## src/rtl/csr_access_initiator_if.sv

```systemverilog
// csr_access_initiator_if
//   Bundles the command channel, regfile strobe/exception port, debug-mode
//   controls and the response channel of the CSR access initiator.
//   slave  : the initiator (drives ready, strobes, response, debug flag)
//   master : the requester/regfile side (drives commands, exceptions, rsp_ready)
interface csr_access_initiator_if #(
   parameter int FAULT_CNT_W = 8
);
   logic                   req_valid_i;
   logic                   req_ready_o;
   logic                   req_write_i;
   logic [63:0]            req_addr_i;
   logic                   halt_req_i;
   logic                   resume_req_i;
   logic                   csr_we;
   logic                   csr_read;
   logic [63:0]            csr_addr_o;
   logic                   debug_mode_q;
   logic [63:0]            csr_exception_i_cause;
   logic                   csr_exception_i_valid;
   logic                   rsp_valid_o;
   logic                   rsp_ready_i;
   logic                   rsp_error_o;
   logic                   rsp_blocked_o;
   logic [63:0]            rsp_cause_o;
   logic [FAULT_CNT_W-1:0] fault_cnt_o;

   modport slave (
      input  req_valid_i, req_write_i, req_addr_i, halt_req_i, resume_req_i,
             csr_exception_i_cause, csr_exception_i_valid, rsp_ready_i,
      output req_ready_o, csr_we, csr_read, csr_addr_o, debug_mode_q,
             rsp_valid_o, rsp_error_o, rsp_blocked_o, rsp_cause_o, fault_cnt_o
   );

   modport master (
      output req_valid_i, req_write_i, req_addr_i, halt_req_i, resume_req_i,
             csr_exception_i_cause, csr_exception_i_valid, rsp_ready_i,
      input  req_ready_o, csr_we, csr_read, csr_addr_o, debug_mode_q,
             rsp_valid_o, rsp_error_o, rsp_blocked_o, rsp_cause_o, fault_cnt_o
   );
endinterface

```

## src/rtl/csr_access_initiator.sv

```systemverilog
// csr_access_initiator
//   Requester-side sequencer for the CSR regfile port. Accepts one command at
//   a time, issues a single-cycle csr_we/csr_read strobe, samples the regfile's
//   combinational exception and returns a status response. Owns the debug-mode
//   flag and blocks debug-only CSRs (addr[11:4] == DEBUG_ADDR_HI) locally while
//   not in debug mode, independent of the regfile's own check.
// Ports
//   clk_i : clock, rising edge
//   rst_i : asynchronous active-high reset
//   bus   : command / strobe / exception / response / debug signals (slave)
module csr_access_initiator #(
   parameter logic [7:0]  DEBUG_ADDR_HI = 8'h7b,
   parameter logic [63:0] ILLEGAL_INSTR = 64'd2,
   parameter int          FAULT_CNT_W   = 8
) (
   input logic                  clk_i,
   input logic                  rst_i,
   csr_access_initiator_if.slave bus
);

   typedef enum logic [1:0] {IDLE, ISSUE, RESP} state_t;

   state_t                 state_q, state_d;
   logic                   wr_q;
   logic [63:0]            addr_q;
   logic                   err_q, blk_q;
   logic [63:0]            cause_q;
   logic                   dbg_q;
   logic [FAULT_CNT_W-1:0] cnt_q;

   logic                   ready, we, rd, rsp_valid;
   logic [63:0]            csr_addr;
   logic                   blocked;

   // Mode only changes in IDLE, so dbg_q is stable through ISSUE.
   assign blocked = (addr_q[11:4] == DEBUG_ADDR_HI) && !dbg_q;

   always_ff @(posedge clk_i or posedge rst_i) begin
      if (rst_i) state_q <= IDLE;
      else       state_q <= state_d;
   end

   always_comb begin
      state_d   = state_q;
      ready     = 1'b0;
      we        = 1'b0;
      rd        = 1'b0;
      csr_addr  = '0;
      rsp_valid = 1'b0;
      unique case (state_q)
         IDLE: begin
            ready = 1'b1;
            if (bus.req_valid_i) state_d = ISSUE;
         end
         ISSUE: begin
            csr_addr = addr_q;
            we       = !blocked &&  wr_q;
            rd       = !blocked && !wr_q;
            state_d  = RESP;
         end
         RESP: begin
            rsp_valid = 1'b1;
            if (bus.rsp_ready_i) state_d = IDLE;
         end
         default: state_d = IDLE;
      endcase
   end

   always_ff @(posedge clk_i or posedge rst_i) begin
      if (rst_i) begin
         wr_q    <= 1'b0;
         addr_q  <= '0;
         err_q   <= 1'b0;
         blk_q   <= 1'b0;
         cause_q <= '0;
         dbg_q   <= 1'b0;
         cnt_q   <= '0;
      end else begin
         unique case (state_q)
            IDLE: begin
               // halt has priority over resume
               if (bus.halt_req_i)        dbg_q <= 1'b1;
               else if (bus.resume_req_i) dbg_q <= 1'b0;
               if (bus.req_valid_i) begin
                  wr_q   <= bus.req_write_i;
                  addr_q <= bus.req_addr_i;
               end
            end
            ISSUE: begin
               if (blocked) begin
                  err_q   <= 1'b1;
                  blk_q   <= 1'b1;
                  cause_q <= ILLEGAL_INSTR;
               end else if (bus.csr_exception_i_valid) begin
                  err_q   <= 1'b1;
                  blk_q   <= 1'b0;
                  cause_q <= bus.csr_exception_i_cause;
               end else begin
                  err_q   <= 1'b0;
                  blk_q   <= 1'b0;
                  cause_q <= '0;
               end
            end
            RESP: begin
               if (bus.rsp_ready_i && err_q && (cnt_q != '1))
                  cnt_q <= cnt_q + 1'b1;
            end
            default: ;
         endcase
      end
   end

   assign bus.req_ready_o   = ready;
   assign bus.csr_we        = we;
   assign bus.csr_read      = rd;
   assign bus.csr_addr_o    = csr_addr;
   assign bus.debug_mode_q  = dbg_q;
   assign bus.rsp_valid_o   = rsp_valid;
   // Payload is only meaningful with rsp_valid_o; keep it zero otherwise.
   assign bus.rsp_error_o   = rsp_valid && err_q;
   assign bus.rsp_blocked_o = rsp_valid && blk_q;
   assign bus.rsp_cause_o   = rsp_valid ? cause_q : 64'd0;
   assign bus.fault_cnt_o   = cnt_q;

endmodule

```

## src/flat_wrapper.sv

```systemverilog
// flat-port wrapper written by rule: the top's interface ports become plain ports
module csr_access_initiator_flat 
#(
   parameter logic [7:0]  DEBUG_ADDR_HI = 8'h7b,
   parameter logic [63:0] ILLEGAL_INSTR = 64'd2,
   parameter int          FAULT_CNT_W   = 8
)
  (clk_i, rst_i, bus_req_valid_i, bus_req_write_i, bus_req_addr_i, bus_halt_req_i, bus_resume_req_i, bus_csr_exception_i_cause, bus_csr_exception_i_valid, bus_rsp_ready_i, bus_req_ready_o, bus_csr_we, bus_csr_read, bus_csr_addr_o, bus_debug_mode_q, bus_rsp_valid_o, bus_rsp_error_o, bus_rsp_blocked_o, bus_rsp_cause_o, bus_fault_cnt_o);
  csr_access_initiator_if #(.FAULT_CNT_W(FAULT_CNT_W)) bus_i ();
  input logic clk_i;
  input logic rst_i;
  input wire logic [$bits(bus_i.req_valid_i)-1:0] bus_req_valid_i;
  input wire logic [$bits(bus_i.req_write_i)-1:0] bus_req_write_i;
  input wire logic [$bits(bus_i.req_addr_i)-1:0] bus_req_addr_i;
  input wire logic [$bits(bus_i.halt_req_i)-1:0] bus_halt_req_i;
  input wire logic [$bits(bus_i.resume_req_i)-1:0] bus_resume_req_i;
  input wire logic [$bits(bus_i.csr_exception_i_cause)-1:0] bus_csr_exception_i_cause;
  input wire logic [$bits(bus_i.csr_exception_i_valid)-1:0] bus_csr_exception_i_valid;
  input wire logic [$bits(bus_i.rsp_ready_i)-1:0] bus_rsp_ready_i;
  output wire logic [$bits(bus_i.req_ready_o)-1:0] bus_req_ready_o;
  output wire logic [$bits(bus_i.csr_we)-1:0] bus_csr_we;
  output wire logic [$bits(bus_i.csr_read)-1:0] bus_csr_read;
  output wire logic [$bits(bus_i.csr_addr_o)-1:0] bus_csr_addr_o;
  output wire logic [$bits(bus_i.debug_mode_q)-1:0] bus_debug_mode_q;
  output wire logic [$bits(bus_i.rsp_valid_o)-1:0] bus_rsp_valid_o;
  output wire logic [$bits(bus_i.rsp_error_o)-1:0] bus_rsp_error_o;
  output wire logic [$bits(bus_i.rsp_blocked_o)-1:0] bus_rsp_blocked_o;
  output wire logic [$bits(bus_i.rsp_cause_o)-1:0] bus_rsp_cause_o;
  output wire logic [$bits(bus_i.fault_cnt_o)-1:0] bus_fault_cnt_o;
  assign bus_i.req_valid_i = bus_req_valid_i;
  assign bus_i.req_write_i = bus_req_write_i;
  assign bus_i.req_addr_i = bus_req_addr_i;
  assign bus_i.halt_req_i = bus_halt_req_i;
  assign bus_i.resume_req_i = bus_resume_req_i;
  assign bus_i.csr_exception_i_cause = bus_csr_exception_i_cause;
  assign bus_i.csr_exception_i_valid = bus_csr_exception_i_valid;
  assign bus_i.rsp_ready_i = bus_rsp_ready_i;
  assign bus_req_ready_o = bus_i.req_ready_o;
  assign bus_csr_we = bus_i.csr_we;
  assign bus_csr_read = bus_i.csr_read;
  assign bus_csr_addr_o = bus_i.csr_addr_o;
  assign bus_debug_mode_q = bus_i.debug_mode_q;
  assign bus_rsp_valid_o = bus_i.rsp_valid_o;
  assign bus_rsp_error_o = bus_i.rsp_error_o;
  assign bus_rsp_blocked_o = bus_i.rsp_blocked_o;
  assign bus_rsp_cause_o = bus_i.rsp_cause_o;
  assign bus_fault_cnt_o = bus_i.fault_cnt_o;
  csr_access_initiator #(.DEBUG_ADDR_HI(DEBUG_ADDR_HI), .ILLEGAL_INSTR(ILLEGAL_INSTR), .FAULT_CNT_W(FAULT_CNT_W)) u_core (.clk_i(clk_i), .rst_i(rst_i), .bus(bus_i));
endmodule
```

## config.mk

```make
export PLATFORM = sky130hd
export DESIGN_NAME = csr_access_initiator_flat
export DESIGN_NICKNAME = d
export VERILOG_FILES = /design/src/rtl/csr_access_initiator_if.sv /design/src/rtl/csr_access_initiator.sv /design/src/flat_wrapper.sv
export SDC_FILE = /design/constraint.sdc
export NUM_CORES = 1
export LEC_CHECK = 0
export CORE_AREA = 4 4 125 127
export DETAILED_ROUTE_END_ITERATION = 7
export DIE_AREA = 0 0 129 131
export PLACE_DENSITY = 0.85
export SLEW_MARGIN = 30
export SYNTH_ARGS = -nofsm -noshare
export SYNTH_HDL_FRONTEND = slang
export SYNTH_SLANG_ARGS = --single-unit
```

## constraint.sdc

```tcl
create_clock -name clk_i -period 11.4 [get_ports clk_i]
set_input_delay 2.85 -clock clk_i [delete_from_list [all_inputs] [get_ports clk_i]]
set_output_delay 2.85 -clock clk_i [all_outputs]
set_load 0.01 [all_outputs]
```

# Yosys cells after proc, flatten, opt, wreduce, memory -nomap -nowiden
# Cells that the tools add are included.
# totals
ramBits	0
rom_bits	0
register_bits	142
output_inout_bits	143
n_memories	0
latchBits	0
# op_classes
mul	0
muxes	16
div	0
bitwise_logic	0
n_eq_ne	6
n_addsub	1
shifts	0
order_cmp	0
n_reduce_logical	16
# op_table
operator	n
$mux 64	4
$mux 1	9
$add 8x1->8 const B	1
$eq 8x7->1 const B	1
$ne 8x8->1 const B	1
$reduce_and 2->1	4
$logic_and 1x1->1	7
$pmux 2 s3	1
$mux 2	2
$ne 2x2->1 const B	2
$logic_not 1->1	3
$eq 2x1->1 const B	1
$eq 2x2->1 const B	1
$logic_not 2->1	1
$reduce_bool 2->1	1

# Depth between registers and ports, before layout
# logic_depth
depth_word	5
mapped_depth	6

# Worst setup path after synthesis
# OpenSTA, ideal clock, no wires.
# synth_path
path_kind	register to output
startpoint	register u_core.dbg_q (netlist: u_core.bus.debug_mode_q)
endpoint	output port bus_csr_read
t_arrival_ns	1.342
setup_slack_ns	7.208
stages_incl_launch_ff	6
required_time_ns	8.550
path_cell_list	dfrtp_1 -> nand4bb_1 -> nor4_4 -> buf_4 -> buf_4 -> nor3_1
# synth_via
elab_chain_cells	5
# synth_rtl
item	line_no	text
start: declaration	csr_access_initiator.sv:28	logic dbg_q;
start signal: assignment	csr_access_initiator.sv:76	dbg_q <= 1'b0;
start signal: assignment	csr_access_initiator.sv:82	if (bus.halt_req_i) dbg_q <= 1'b1;
start signal: assignment	csr_access_initiator.sv:83	else if (bus.resume_req_i) dbg_q <= 1'b0;
$logic_not 1->1	csr_access_initiator.sv:36	assign blocked = (addr_q[11:4] == DEBUG_ADDR_HI) && !dbg_q;
$logic_and 1x1->1	csr_access_initiator.sv:36	
$logic_not 1->1	csr_access_initiator.sv:58	rd = !blocked && !wr_q;
$logic_and 1x1->1	csr_access_initiator.sv:58	
$mux 1	csr_access_initiator.sv:50	unique case (state_q)
end: declaration	flat_wrapper.sv:22	output wire logic [$bits(bus_i.csr_read)-1:0] bus_csr_read;
# Every way passes these cells.

# Final worst setup path
# layout_path
startpoint	register u_core.state_q[0]
endpoint	output port bus_csr_addr_o[56]
# layout_via
elab_chain_cells	2
# layout_rtl
item	line_no	text
start: declaration	csr_access_initiator.sv:23	state_t state_q, state_d;
start signal: assignment	csr_access_initiator.sv:40	else state_q <= state_d;
$eq 2x1->1	csr_access_initiator.sv:50	
$mux 64	csr_access_initiator.sv:50	
end: declaration	flat_wrapper.sv:23	output wire logic [$bits(bus_i.csr_addr_o)-1:0] bus_csr_addr_o;
# Every way passes these cells.

==> reports/results.tsv <==
metric	value	unit
GRT Overall Usage	0.223	
RSZ-0062 raised after global routing	false	
worst-path fanout max	75	
FF+latch count, synth	142	
commonest non-fill, non-tap cell in the layout	clkdlybuf4s50_1	
Seq/Total Area, Yosys	0.538	
Mean Syn Cell Area	10.4	um2
critical path endpoint category	output pin	
via count	5537	
clock-pin slew on the worst setup and hold paths	60	ps
most frequent cells in the layout	clkdlybuf4s50_1 (277), dfrtp_1 (142), and2_1 (129)	
Root Buffer	clkbuf_16	
Net Sw Power	0.000716	W
Ys Warns	0	
setup bufs post-CTS	0	
Setup Viol. Count Final	0	
Seq pwr share	0.357	
CTS Buf Count	17	
number of port buffers	278	
# rows	44	
P per Cell Area	229	nW/um2
post-CTS sizing	0	
Int Power	0.00160	W
Clock power frac	0.278	
Sw Ratio	0.309	
reg-to-reg slack, setup	9080	ps
fin nets	1023	
share of layout cells above drive strength 1	0.0835	
worst-case clock buffer depth	2	
slowest library cell on the worst path	buf_4	
# IOs	279	
Initial Utilization	0.458	
CTS H-Tree Depth	4	
Mapped Nets	770	
ordered cell list for the critical path	nor2b_4 -> buf_16 -> buf_4 -> and2_1 -> clkdlybuf4s50_1	
Final Cycle Share	0.508	
grt total ovfl	0	
Tot Pwr	0.00232	W
CP peak stage delay	600	ps
# DRC	0	
crit path kind	reg -> out	
number of global-route vias before repair	5550	
Worst EP required	8550	ps
number of diodes	0	
CP arrival	2940	ps
via/cell ratio	5.12	
Pre-antenna DRT Iters	4	
count of final max-slew check failures	0	
status	finished, final reports clean	
Setup Skew	10.5	ps
Rel. slew slack	0.422	
Post-Synthesis Cells	633	
CTS tree	done	
post-route minimum period	5790	ps
first-pass GRT wire length	29400	um
area delta synth->final	53.6	%
crit path launch type	register	
Comb power frac	0.365	
Final Hold Viols	0	
clk sinks	142	
cts hold-fix bufs	0	
die width	129	um
Lkg Pwr	4.18	nW
Hold/Removal Path Class	reg -> reg	
insertion delay to the later sink of the worst-skew pair	420	ps
antenna violations before repair	1	
Die Area	16900	um2
Die Ht	131	um
Min Hold Slack	471	ps
ANT nets after route	0	
Unique masters post-synth	40	
post-DP HPWL	12700	um
Core Region	14400	um2
worst-margin pin slew	868	ps
Final GP Congestion	0.803	
drt initial violations	315	
max frequency	173	MHz
setup TNS	0	ps
synthesized area	6600	um2
VDD IR-drop max	149	uV
Wirelength per Cell	17.6	um
max-cap check violation count	0	
Post-Route WL	19100	um
largest net degree at the start of global routing	85	
sequential cells by signal, summed over array words and instances (netlist names):
register	flops
u_core.err_q	1
u_core.cause_q	64
u_core.blk_q	1
u_core.addr_q	64
u_core.wr_q	1
u_core.state_q	2
u_core.bus.debug_mode_q	1
u_core.bus.fault_cnt_o	8
worst max-delay path: cells and delay by family (launching register included):
family,cells,cell delay [ps]
flops,1,450
simple gates,2,680
buf+inv,3,1360
worst paths after layout:
| path | start | endpoint | depth (start not counted) |
|---|---|---|---|
| setup / recovery | u_core.state_q[0] | bus_csr_addr_o[56] | 5 |
| hold / removal | u_core.cause_q[45] | u_core.cause_q[45] | 2 |
| setup reg to reg | u_core.state_q[0] | u_core.cause_q[36] | 5 |
| hold reg to reg | u_core.cause_q[45] | u_core.cause_q[45] | 2 |
| max in group asynchronous | rst_i | u_core.addr_q[41] | 3 |
| min in group asynchronous | rst_i | u_core.addr_q[53] | 2 |
metrics by stage:
stage                     cells  instance area (um2)  setup WS, ps  utilization
after global routing       1082                10100          5390        0.703
final                      1082                10100          5610        0.703
after floorplan             633                 6600          4740            -
after detailed placement   1050                 9430          5740        0.654
after CTS                  1081                10100          5290        0.701
after global placement     1050                 9430          5810        0.654
area by class of cell:
class	instances	area [um2]
inverter	2	12.5
sequential	142	3550
timing repair buffer	285	2850
clock buffer	22	484
fill	1045	4280
clock inverter	9	204
tap	184	230
multi-input combinational	438	2810
logic make-up (layout without fill, tap and decap cells):
family | Yosys count | count (layout) | share of synthesized area
and+or+nand+nor | 291 | 291 | 0.239
AOI/OAI and AO/OA | 74 | 74 | 0.0604
xor gates and xnor gates | 3 | 3 | 0.00398
muxes | 69 | 69 | 0.118
adders and majority gates | 1 | 1 | 0.00189
DFF | 142 | 142 | 0.538
buffers and inverters | 53 | 318 | 0.0387
synth_stat cells:
cell type,count,area [um2]
clkbuf_2,1,5.00
dfrtp_1,142,3550
a21boi_0,1,7.51
a21oi_1,1,5.00
xor2_1,2,17.5
nor3_1,2,10.0
mux2_1,39,439
xnor2_1,1,8.76
a22o_1,1,8.76
nand3_1,65,325
clkbuf_1,32,120
buf_2,11,55.1
buf_4,3,22.5
o21ai_0,59,295
a311oi_1,1,8.76
a211oi_1,1,7.51
nand3b_1,1,7.51
nand4_1,2,12.5
nand4b_1,1,8.76
nand2_1,75,282
nor3b_1,1,7.51
o22a_1,1,8.76
buf_6,4,45.0
inv_1,2,7.51
mux2_2,30,338
nor2_2,1,6.26
nand4bb_1,1,11.3
nand2b_1,3,18.8
o21ai_1,5,25.0
ha_1,1,12.5
o21bai_1,2,15.0
nor2b_1,1,6.26
and3_1,1,6.26
and2b_1,1,7.51
a41oi_1,1,8.76
and2_1,130,813
o31a_1,1,8.76
and4_1,2,17.5
nor4_4,1,21.3
nor4_1,3,18.8
per-layer routing:
layer	vias to the layer above	GRT usage	wire length, um
li1	2624	-	-
met1	2649	0.264	7300
met2	236	0.354	9060
met3	26	0.116	2430
met4	2	0.0704	273
met5	-	0	13
power by group through the flow:
stage	Clock [W]	Combinational, W	Sequential (W)
floorplan	0	0.000483	0.000798
global placement	0	0.000824	0.000825
detailed placement	0	0.000842	0.000834
CTS	0.000656	0.000849	0.000829
global route	0.000679	0.000927	0.000857
finish	0.000645	0.000846	0.000829
(Power assumes the default switching activity.)
